[src/rtl/seg_ser_rx.sv]
// Receiver for a segment-driver serial link: collects FRAME_BITS bits clocked by SEGCLK,
// latches the frame on SEGEN and decodes three seven-segment glyphs into hex nibbles.
module seg_ser_rx #(
    parameter int FRAME_BITS = 64
) (
    input  logic                  clk,
    input  logic                  rst,
    input  logic                  SEGCLK,
    input  logic                  SEGCLR,
    input  logic                  SEGDT,
    input  logic                  SEGEN,
    output logic [FRAME_BITS-1:0] frame,
    output logic                  frameValid,
    output logic                  frameErr,
    output logic [11:0]           digits,
    output logic [2:0]            digitErr
);

    localparam int CW = $clog2(FRAME_BITS + 2);
    localparam logic [CW-1:0] FULL_CNT = CW'(FRAME_BITS);
    localparam logic [CW-1:0] OVER_CNT = CW'(FRAME_BITS + 1);

    typedef enum logic [1:0] {
        IDLE,
        RECV,
        FULL,
        OVER
    } state_t;

    // Synchronizer chains: bit 0 meets the pin, bit 2 is the edge-detect stage.
    logic [2:0] segclk_s;
    logic [2:0] segclr_s;
    logic [2:0] segdt_s;
    logic [2:0] segen_s;
    logic       clk_evt;
    logic       en_evt;
    logic       clr_act;
    logic       dt;

    state_t                state;
    state_t                state_nxt;
    logic [CW-1:0]         cnt;
    logic [CW-1:0]         cnt_nxt;
    logic [FRAME_BITS-1:0] shreg;
    logic [FRAME_BITS-1:0] shreg_nxt;
    logic [FRAME_BITS-1:0] frame_nxt;
    logic                  valid_nxt;
    logic                  err_nxt;

    // The event flops are registered from stages 1/2, so after each edge they line up
    // with stage 2 of SEGCLR and SEGDT, which therefore describe the same pin sample.
    // NOTE: every clocked register uses <= so all flops see pre-edge values of each other.
    always_ff @(posedge clk) begin
        if (rst) begin
            segclk_s <= 3'b000;
            segclr_s <= 3'b111;
            segdt_s  <= 3'b000;
            segen_s  <= 3'b000;
            clk_evt  <= 1'b0;
            en_evt   <= 1'b0;
        end else begin
            segclk_s <= {segclk_s[1:0], SEGCLK};
            segclr_s <= {segclr_s[1:0], SEGCLR};
            segdt_s  <= {segdt_s[1:0], SEGDT};
            segen_s  <= {segen_s[1:0], SEGEN};
            clk_evt  <= segclk_s[1] & ~segclk_s[2];
            en_evt   <= segen_s[1] & ~segen_s[2];
        end
    end

    assign clr_act = ~segclr_s[2];
    assign dt      = segdt_s[2];

    // NOTE: every variable gets a default before any branch, so no latch is inferred.
    always_comb begin
        state_nxt = state;
        cnt_nxt   = cnt;
        shreg_nxt = shreg;
        frame_nxt = frame;
        valid_nxt = 1'b0;
        err_nxt   = 1'b0;
        if (clr_act) begin
            state_nxt = IDLE;
            cnt_nxt   = '0;
            shreg_nxt = '0;
        end else begin
            if (clk_evt) begin
                shreg_nxt = {shreg[FRAME_BITS-2:0], dt};
                if (cnt != OVER_CNT) begin
                    cnt_nxt = cnt + 1'b1;
                end
                unique case (state)
                    IDLE, RECV: state_nxt = (cnt_nxt == FULL_CNT) ? FULL : RECV;
                    FULL:       state_nxt = OVER;
                    OVER:       state_nxt = OVER;
                endcase
            end
            // A strobe in the same cycle as a shift is judged after that shift.
            if (en_evt) begin
                if (state_nxt == FULL) begin
                    frame_nxt = shreg_nxt;
                    valid_nxt = 1'b1;
                end else begin
                    err_nxt = 1'b1;
                end
                state_nxt = IDLE;
                cnt_nxt   = '0;
            end
        end
    end

    always_ff @(posedge clk) begin
        if (rst) begin
            state      <= IDLE;
            cnt        <= '0;
            shreg      <= '0;
            frame      <= '1;
            frameValid <= 1'b0;
            frameErr   <= 1'b0;
        end else begin
            state      <= state_nxt;
            cnt        <= cnt_nxt;
            shreg      <= shreg_nxt;
            frame      <= frame_nxt;
            frameValid <= valid_nxt;
            frameErr   <= err_nxt;
        end
    end

    // Active-low gfedcba pattern to {error, nibble}; dp is never looked at.
    function automatic logic [4:0] decode_glyph(input logic [6:0] seg);
        logic [4:0] res;
        case (seg)
            7'h40:   res = 5'h00;
            7'h79:   res = 5'h01;
            7'h24:   res = 5'h02;
            7'h30:   res = 5'h03;
            7'h19:   res = 5'h04;
            7'h12:   res = 5'h05;
            7'h02:   res = 5'h06;
            7'h78:   res = 5'h07;
            7'h00:   res = 5'h08;
            7'h10:   res = 5'h09;
            7'h08:   res = 5'h0A;
            7'h03:   res = 5'h0B;
            7'h46:   res = 5'h0C;
            7'h21:   res = 5'h0D;
            7'h06:   res = 5'h0E;
            7'h0E:   res = 5'h0F;
            default: res = 5'h10;
        endcase
        return res;
    endfunction

    // frameValid marks the cycle frame was loaded, so the decode lands one clk later.
    always_ff @(posedge clk) begin
        if (rst) begin
            digits   <= '0;
            digitErr <= '0;
        end else if (frameValid) begin
            {digitErr[0], digits[3:0]}  <= decode_glyph(frame[6:0]);
            {digitErr[1], digits[7:4]}  <= decode_glyph(frame[14:8]);
            {digitErr[2], digits[11:8]} <= decode_glyph(frame[22:16]);
        end
    end

endmodule

[config.mk]
export PLATFORM = sky130hd
export DESIGN_NAME = seg_ser_rx
export DESIGN_NICKNAME = d
export VERILOG_FILES = /design/src/rtl/seg_ser_rx.sv
export SDC_FILE = /design/constraint.sdc
export NUM_CORES = 1
export LEC_CHECK = 0
export ABC_AREA = 1
export CORE_MARGIN = 10
export CORE_UTILIZATION = 35
export DETAILED_ROUTE_END_ITERATION = 8
export GPL_TIMING_DRIVEN = 0
export PLACE_DENSITY = 0.55
export SYNTH_ARGS = -nofsm -noshare
export SYNTH_HDL_FRONTEND = slang
export SYNTH_SLANG_ARGS = --single-unit
[constraint.sdc]
create_clock -name clk -period 2.9 [get_ports clk]
set_input_delay 0.58 -clock clk [delete_from_list [all_inputs] [get_ports clk]]
set_output_delay 0.58 -clock clk [all_outputs]
set_load 0.03 [all_outputs]
==> parameters.txt, run 1 <==
Parameter                              Value

Synthesis
  Number of distinct library cell variants in the gate-level netlist after synthesis ... 32
  Share of async-settable or async-resettable flops after synthesis ... 0
  Most frequent cells after synthesis ... 168 x sky130_fd_sc_hd__dfxtp_1, 117 x sky130_fd_sc_hd__nand2_1, 115 x sky130_fd_sc_hd__inv_1, 115 x sky130_fd_sc_hd__nor2_1, 91 x sky130_fd_sc_hd__nand3_1
  Largest area contributor in the synthesized netlist ... sky130_fd_sc_hd__dfxtp_1
  Top area cells in the synthesized netlist ... sky130_fd_sc_hd__dfxtp_1 47%, sky130_fd_sc_hd__nand4_1 7.2%, sky130_fd_sc_hd__nand3_1 6.3%
  Synth Instances ... 973
  Syn nets ... 981
  Fraction of the mapped netlist area in adder cells ... 0.00347
  Seq/Total Area, Yosys ... 0.467
  Number of warnings issued by yosys ... 0
  Area share of and/or/nand/nor cells after synthesis ... 0.339
  Xor and xnor area share after synthesis ... 0.00122
  Synth Area per Inst ... 7.41 um^2
  Mux cell area share after synthesis ... 0
  Number of enable-type register cells in the synthesized netlist ... 0
  Proportion of netlist area held by the largest area contributor ... 0.467
  Most used DFF post-synth ... sky130_fd_sc_hd__dfxtp_1
  Dominant combinational cell family by area after synthesis ... simple AND/OR/NAND/NOR gates
  Post-synthesis compound-gate area fraction ... 0.0835
  Number of flip-flops and latches in the synthesized netlist ... 168
  Top-count cell post-synth ... sky130_fd_sc_hd__dfxtp_1
  Cell area after synthesis ... 7210 um^2

Die
  Die height ... 164 um
  Die Area ... 26,700 um^2
  Count of standard-cell rows ... 52
  I/O Pins ... 87
  Chip Width ... 164 um
  Initial cell density of the core ... 0.356
  Core area ... 20,200 um^2

Worst setup path
  CP Data Required Time ... 3.25 ns
  Master of the slowest instance on the critical path ... sky130_fd_sc_hd__clkbuf_1
  Worst setup path class ... input port to flop
  Largest fanout on the critical path ... 10
  Flop2flop setup slack ... 0.79 ns
  Launching element type of the critical path ... input port
  Crit end category ... flop
  R2R Path End ... frame[18]
  Number of cells traversed by the worst register-to-register path ... 14
  Reg-to-reg critical path startpoint ... cnt[0]
  CP peak stage delay ... 0.61 ns
  Most repeated library cell on the critical path ... sky130_fd_sc_hd__clkbuf_1
  Endpoint arrival time on the critical path ... 2.61 ns
  List of cells traversed by the critical path ... clkdlybuf4s50_1 -> inv_1 -> clkbuf_1 -> clkbuf_1 -> o21ai_0 -> a21oi_1

Placement
  Weighted congestion reported at the end of routability-driven placement ... 0.862
  DP HPWL ... 12.9 mm
  Port Buffers ... 86
  Setup slack at placement ... 0.144 ns

Global routing
  Via count of the first global-routing pass ... 6,226
  Maximum number of pins on one net before global-route repair ... 17
  Number of antenna violations at the first check in global routing ... 0
  Total global routing overflow ... 0
  Gr usage total ... 0.136
  First-pass GRT wire length ... 30.3 mm

Timing
  Slew Limit Headroom ... 0.465
  Unrepaired setup endpoints after global routing ... false
  Total setup violations reported at the end of the flow ... 0
  FMAX ... 443 MHz
  Hold violation count in the final report ... 0
  Share of the clock period used by the worst path after layout ... 0.779
  Post-Route Setup TNS ... 0 ns
  Worst Max-Slew Pin Slew ... 0.802 ns
  Layout Skew ... 0.00795 ns
  Post-layout minimum cycle time ... 2.26 ns
  Number of pins exceeding their max-slew limit in the final report ... 0
  Final WS setup ... 0.640 ns

Route
  Average wire length per cell after detail routing ... 13.1 um
  Met2 wire len ... 7.76 mm
  Highest metal layer with signal wires ... met4
  Number of nets with antenna violations after detailed routing ... 0
  Wire length on met1 ... 8.96 mm
  WL met3 ... 996 um
  Post-Route WL ... 17.9 mm
  Iteration-0 DRC Markers ... 358
  Final routed DRC violation total ... 0
  Number of iterations in the first detailed-routing pass ... 5
  Post-DR vias/cell ... 4.76
  Total vias in the final route ... 6,468

Clocking
  Clock tree from TritonCTS ... yes
  Number of hold buffers added after CTS ... 0
  Number of setup buffers added after CTS ... 0
  CTS sink count ... 168
  Clock slew at the register clock pins of the worst setup and hold paths ... 0.06 ns
  CTS Root Buffer Type ... sky130_fd_sc_hd__clkbuf_16
  Clock buffer count from CTS ... 17
  Clock insertion delay at the later pin of the skew report ... 0.42 ns
  Number of levels the H-tree was split into ... 4
  Clock tree buffer depth ... 2
  Resized cells post-CTS ... 0

Power
  Combinational Power Share ... 0.042
  Sw Share ... 0.224
  Sequential share of power ... 0.488
  Net Sw Power ... 0.00108 W
  Leakage Power ... 4.34 nW
  Design internal power ... 0.00376 W
  Part of the power in the clock network ... 0.469
  Worst ir drop on vdd ... 373 uV
  Power per cell area ... 538 nW/um^2

Worst hold path
  Number of stages on the worst hold path ... 1
  Worst Hold Endpoint ... clk_evt
  Worst Hold Launch ... segclk_s[2]
  Class of the worst hold path ... flop to flop

Cells and area
  Area Overhead vs Synth ... 24.8%
  Antenna fix cells ... 0
  Total Nets Final ... 1,086
  Layout cells sized above 1 ... 0.111

Outcome
  Status ... finished clean

Job
  Max cap viols ... 0
## critical path, delay by kind of cell
kind	cells	cell delay, ns
compound gates	2	0.32
buf+inv	4	1.69
## per-layer routing
layer | track usage | up-vias
met5 | 0 | -
met4 | 0.0349 | 0
met3 | 0.0378 | 11
met2 | 0.209 | 135
met1 | 0.184 | 2900
li1 | - | 3422
## cell type report
| class | instances | area, um^2 |
|---|---|---|
| fillers | 2117 | 11200 |
| flip-flops and latches | 168 | 3360 |
| multi-input cells | 624 | 3080 |
| repair buffers | 86 | 861 |
| clock buffers | 22 | 474 |
| inverters | 117 | 439 |
| well taps | 270 | 338 |
| plain buffers | 64 | 327 |
| clock inverters | 9 | 116 |
## metrics by stage
step / total power [W] / utilization / area, um^2 / hold slack [ns] / instances
3_5_place_dp: 0.00262 / 0.415 / 8410 / 0.384 / 1329
2_1_floorplan: 0.00256 / - / 7210 / 0.373 / 973
6_report: 0.00484 / 0.445 / 9000 / 0.397 / 1360
3_3_place_gp: 0.00262 / 0.415 / 8410 / 0.386 / 1329
4_1_cts: 0.00489 / 0.445 / 9000 / 0.398 / 1360
5_1_grt: 0.00504 / 0.445 / 9000 / 0.400 / 1360
## kinds of logic after synthesis
family	count (synthesis)
and+or+nand+nor	505
buffers and inverters	181
DFF	168
AOI/OAI and AO/OA	116
adders and majority gates	2
xor gates and xnor gates	1
## worst max-delay path by stage
stage,start,endpoint,slack [ns],depth (start not counted)
final,rst,digits[6],0.64,6
after global routing,rst,digits[2],0.37,6
after CTS,rst,digits[6],0.60,6
after detailed placement,rst,digits[2],0.14,6
after global placement,rst,digits[6],0.15,6
after floorplan,cnt[0],frame[10],1.10,14
## sequential cells by signal, summed over array words and instances, names as in the netlist, 2 cells and up, named ones only
register,count
shreg,64
segclr_s,3
segdt_s,3
digitErr,3
digits,12
cnt,6
segen_s,3
frame,64
segclk_s,3
state,2
## cells in the final DEF (no fill, tap or decap), drive strengths merged
cell	instances
o21ai	83
and3	1
nor3b	1
xor2	1
clkbuf	65
nor4	2
inv	117
o21a	2
o21bai	1
a21oi	24
nand4	83
nor3	22
o31ai	1
o22ai	2
clkinvlp	1
clkdlybuf4s50	86
nand3b	1
o211a	1
nor2	116
or2	70
clkinv	6
a31oi	1
buf	21
dfxtp	168
ha	2
bufinv	2
nand2	117
o211ai	1
nand3	92
## power by group through the flow
| stage | registers [W] | logic [W] | clock network, W |
|---|---|---|---|
| after detailed placement | 0.00241 | 0.000208 | 0 |
| after CTS | 0.00236 | 0.000209 | 0.00232 |
| after global routing | 0.00237 | 0.000239 | 0.00243 |
| final | 0.00236 | 0.000205 | 0.00227 |
| after global placement | 0.00241 | 0.000207 | 0 |
| after floorplan | 0.00241 | 0.000150 | 0 |
(Power assumes the default switching activity.)
==> run 2, diff against run 1 <==
- PLACE_DENSITY: 0.55 -> 0.57
- clock period: 2.9 -> 2 ns (I/O delays scaled with it)
==> run 2 against run 1 <==
Clock skew barely moved. Via count is 1.1% higher. Total power up 51%. Flip-flop and latch count did not move. Utilization up 2.5 points. Cell count is 0.81% higher. Non-clock buffer count rose by 10. Wire length grew 4.9%. Largest power group is now clock.
==> parameters.txt, run 2 (synthesis gave the netlist of run 1 again) <==
Parameter                              Value

Outcome
  Status ... finished clean

Die
  Die Area ... 26,700 um^2 (unchanged)
  Chip Width ... 164 um (unchanged)
  Die height ... 164 um (unchanged)
  Core area ... 20,200 um^2 (unchanged)
  I/O Pins ... 87 (unchanged)
  Initial cell density of the core ... 0.356 (unchanged)
  Count of standard-cell rows ... 52 (unchanged)

Global routing
  First-pass GRT wire length ... 30.4 mm (+0.21%)
  Total global routing overflow ... 0 (unchanged)
  Via count of the first global-routing pass ... 6,254 (+0.45%)
  Number of antenna violations at the first check in global routing ... 0 (unchanged)
  Gr usage total ... 0.137 (+0.000871)
  Maximum number of pins on one net before global-route repair ... 17 (unchanged)

Timing
  Number of pins exceeding their max-slew limit in the final report ... 0 (unchanged)
  Total setup violations reported at the end of the flow ... 0 (unchanged)
  FMAX ... 500 MHz
  Hold violation count in the final report ... 0 (unchanged)
  Final WS setup ... 0.00180 ns (-0.639 ns)
  Layout Skew ... 0.00833 ns (+0.000385 ns)
  Slew Limit Headroom ... 0.582 (+0.117)
  Post-layout minimum cycle time ... 2.00 ns
  Share of the clock period used by the worst path after layout ... 0.999
  Unrepaired setup endpoints after global routing ... true
  Worst Max-Slew Pin Slew ... 0.627 ns (-0.176 ns)

Worst setup path
  CP Data Required Time ... 2.29 ns (-0.96 ns)
  Largest fanout on the critical path ... 8 (-2)
  Launching element type of the critical path ... flop
  Endpoint arrival time on the critical path ... 2.29 ns (-0.32 ns)
  Crit end category ... flop
  Worst setup path class ... flop to flop

Clocking
  CTS Root Buffer Type ... sky130_fd_sc_hd__clkbuf_16
  CTS sink count ... 168 (unchanged)
  Clock tree from TritonCTS ... yes
  Number of levels the H-tree was split into ... 4 (unchanged)
  Clock tree buffer depth ... 2 (unchanged)
  Clock buffer count from CTS ... 17 (unchanged)
  Clock slew at the register clock pins of the worst setup and hold paths ... 0.06 ns (about the same)
  Clock insertion delay at the later pin of the skew report ... 0.42 ns (about the same)

Worst hold path
  Class of the worst hold path ... flop to flop

Cells and area
  FILL cells ... 2,043 (-3.5%)
  Antenna fix cells ... 0 (unchanged)
  Area Overhead vs Synth ... 31.7%
  Total Nets Final ... 1,096 (+0.92%)
  Leading registers by flop count ... frame x64, shreg x64, digits x12
  Cell Count, Final, Fillers Out ... 1,371 (+0.81%)
  Area of the multi-input gates ... 3330 um^2 (+8.3%)
  Util after Layout ... 0.469 (+0.0247)
  Sequential standard cell area ... 3370 um^2 (+0.22%)
  Top library cells by usage in the layout, fill and taps aside ... 166 x sky130_fd_sc_hd__dfxtp_1, 114 x sky130_fd_sc_hd__nor2_1, 113 x sky130_fd_sc_hd__inv_1
  Leading cell type in the layout, fill and taps excluded ... sky130_fd_sc_hd__dfxtp_1
  Layout cells sized above 1 ... 0.179 (+0.0679)

Route
  Iteration-0 DRC Markers ... 368 (+2.8%)
  Total vias in the final route ... 6,538 (+1.1%)
  Number of iterations in the first detailed-routing pass ... 5 (unchanged)
  Number of nets with antenna violations after detailed routing ... 0 (unchanged)
  Post-DR vias/cell ... 4.77 (+0.27%)
  Average wire length per cell after detail routing ... 13.7 um (+4.0%)
  Post-Route WL ... 18.7 mm (+4.9%)
  Final routed DRC violation total ... 0 (unchanged)

Power
  Power per cell area ... 767 nW/um^2 (+43%)
  Overall power after layout ... 0.00729 W (+51%)
  Leakage Power ... 4.45 nW (+2.7%)
  Worst ir drop on vdd ... 497 uV (+33%)

Placement
  Inst Count DP ... 1,329 (unchanged)
  Setup slack at placement ... -0.557 ns (-0.701 ns)
  Port Buffers ... 86 (unchanged)
  Weighted congestion reported at the end of routability-driven placement ... 0.875 (+1.5%)
  DP HPWL ... 13.1 mm (+1.2%)

Job
  Max cap viols ... 0 (unchanged)
-- run 2: changes by cell type in the layout (fill, tap and decap cells not counted), moves of 9 or more --
| cell | before | now |
|---|---|---|
| sky130_fd_sc_hd__nand2_4 | 0 | 10 |
| sky130_fd_sc_hd__nand2_1 | 117 | 87 |
| sky130_fd_sc_hd__nand3_2 | 1 | 19 |
| sky130_fd_sc_hd__clkbuf_1 | 45 | 36 |
| sky130_fd_sc_hd__dlygate4sd2_1 | 0 | 15 |
| sky130_fd_sc_hd__nand2_2 | 0 | 20 |
| sky130_fd_sc_hd__nand3_1 | 91 | 72 |
| sky130_fd_sc_hd__clkdlybuf4s50_1 | 86 | 67 |
-- run 2: repair_timing --
| item | CTS | global route |
|---|---|---|
| gates resized for setup | 23 | 95 |
| pin swaps | 0 | 7 |
| setup endpoints to repair | 85 | 71 |
| buffers inserted | 0 | 6 |
| cloned | 0 | 4 |
| hold buffers | 0 | 0 |
-- run 2: path summary, 6_finish.rpt --
kind | start | to | slack [ns] | cells after the start
worst min-delay path | segclk_s[2] | clk_evt | 0.40 | 1
worst max-delay path | cnt[0] | frame[46] | 0.002 | 12
worst min register to register | segclk_s[2] | clk_evt | 0.40 | 1
worst max register to register | cnt[0] | frame[46] | 0.002 | 12
-- run 2: area by class of cell --
cell class	instances	share of cell area
Tap cell	270	0.0356
Clock inverter	10	0.0175
Timing Repair Buffer	96	0.105
Sequential cell	168	0.355
Inverter	117	0.0465
Multi-Input combinational cell	624	0.351
Buffer	64	0.0394
Clock buffer	22	0.0499
-- run 2: critical path, stage by stage (launching register included) --
cell and delay [ns]:
sky130_fd_sc_hd__dfxtp_4 0.40, sky130_fd_sc_hd__ha_4 0.17, sky130_fd_sc_hd__nand3_1 0.10, sky130_fd_sc_hd__o21bai_1 0.15, sky130_fd_sc_hd__nand2_1 0.10, sky130_fd_sc_hd__nor2_2 0.11, sky130_fd_sc_hd__nand3_1 0.10, sky130_fd_sc_hd__nand2_2 0.15
sky130_fd_sc_hd__nand3_4 0.12, sky130_fd_sc_hd__buf_12 0.18, sky130_fd_sc_hd__clkbuf_16 0.17, sky130_fd_sc_hd__nand2_2 0.06, sky130_fd_sc_hd__nand3_2 0.05
-- run 2: layer usage --
layer | wire, um | vias to the layer above | track usage
met5 | 0 | - | 0
met4 | 221 | 0 | 0.0455
met3 | 894 | 16 | 0.0317
met2 | 8670 | 111 | 0.218
met1 | 8940 | 2978 | 0.179
li1 | - | 3433 | -
-- run 2: power breakdown --
group | total, W | switching, W | internal, W
Clock | 0.00355 | 0.00135 | 0.00220
Sequential | 0.00343 | 0.0000259 | 0.00340
Combinational | 0.000314 | 0.000211 | 0.000103
-- run 2: metrics by stage --
step / TNS [ns] / cell area, um^2 / hold slack [ns]
2_1_floorplan: 0 / 7210 / 0.373
3_3_place_gp: -36.50 / 8410 / 0.383
3_5_place_dp: -36.85 / 8410 / 0.378
4_1_cts: -0.0127 / 9040 / 0.394
5_1_grt: -4.82 / 9500 / 0.409
6_report: 0 / 9500 / 0.399
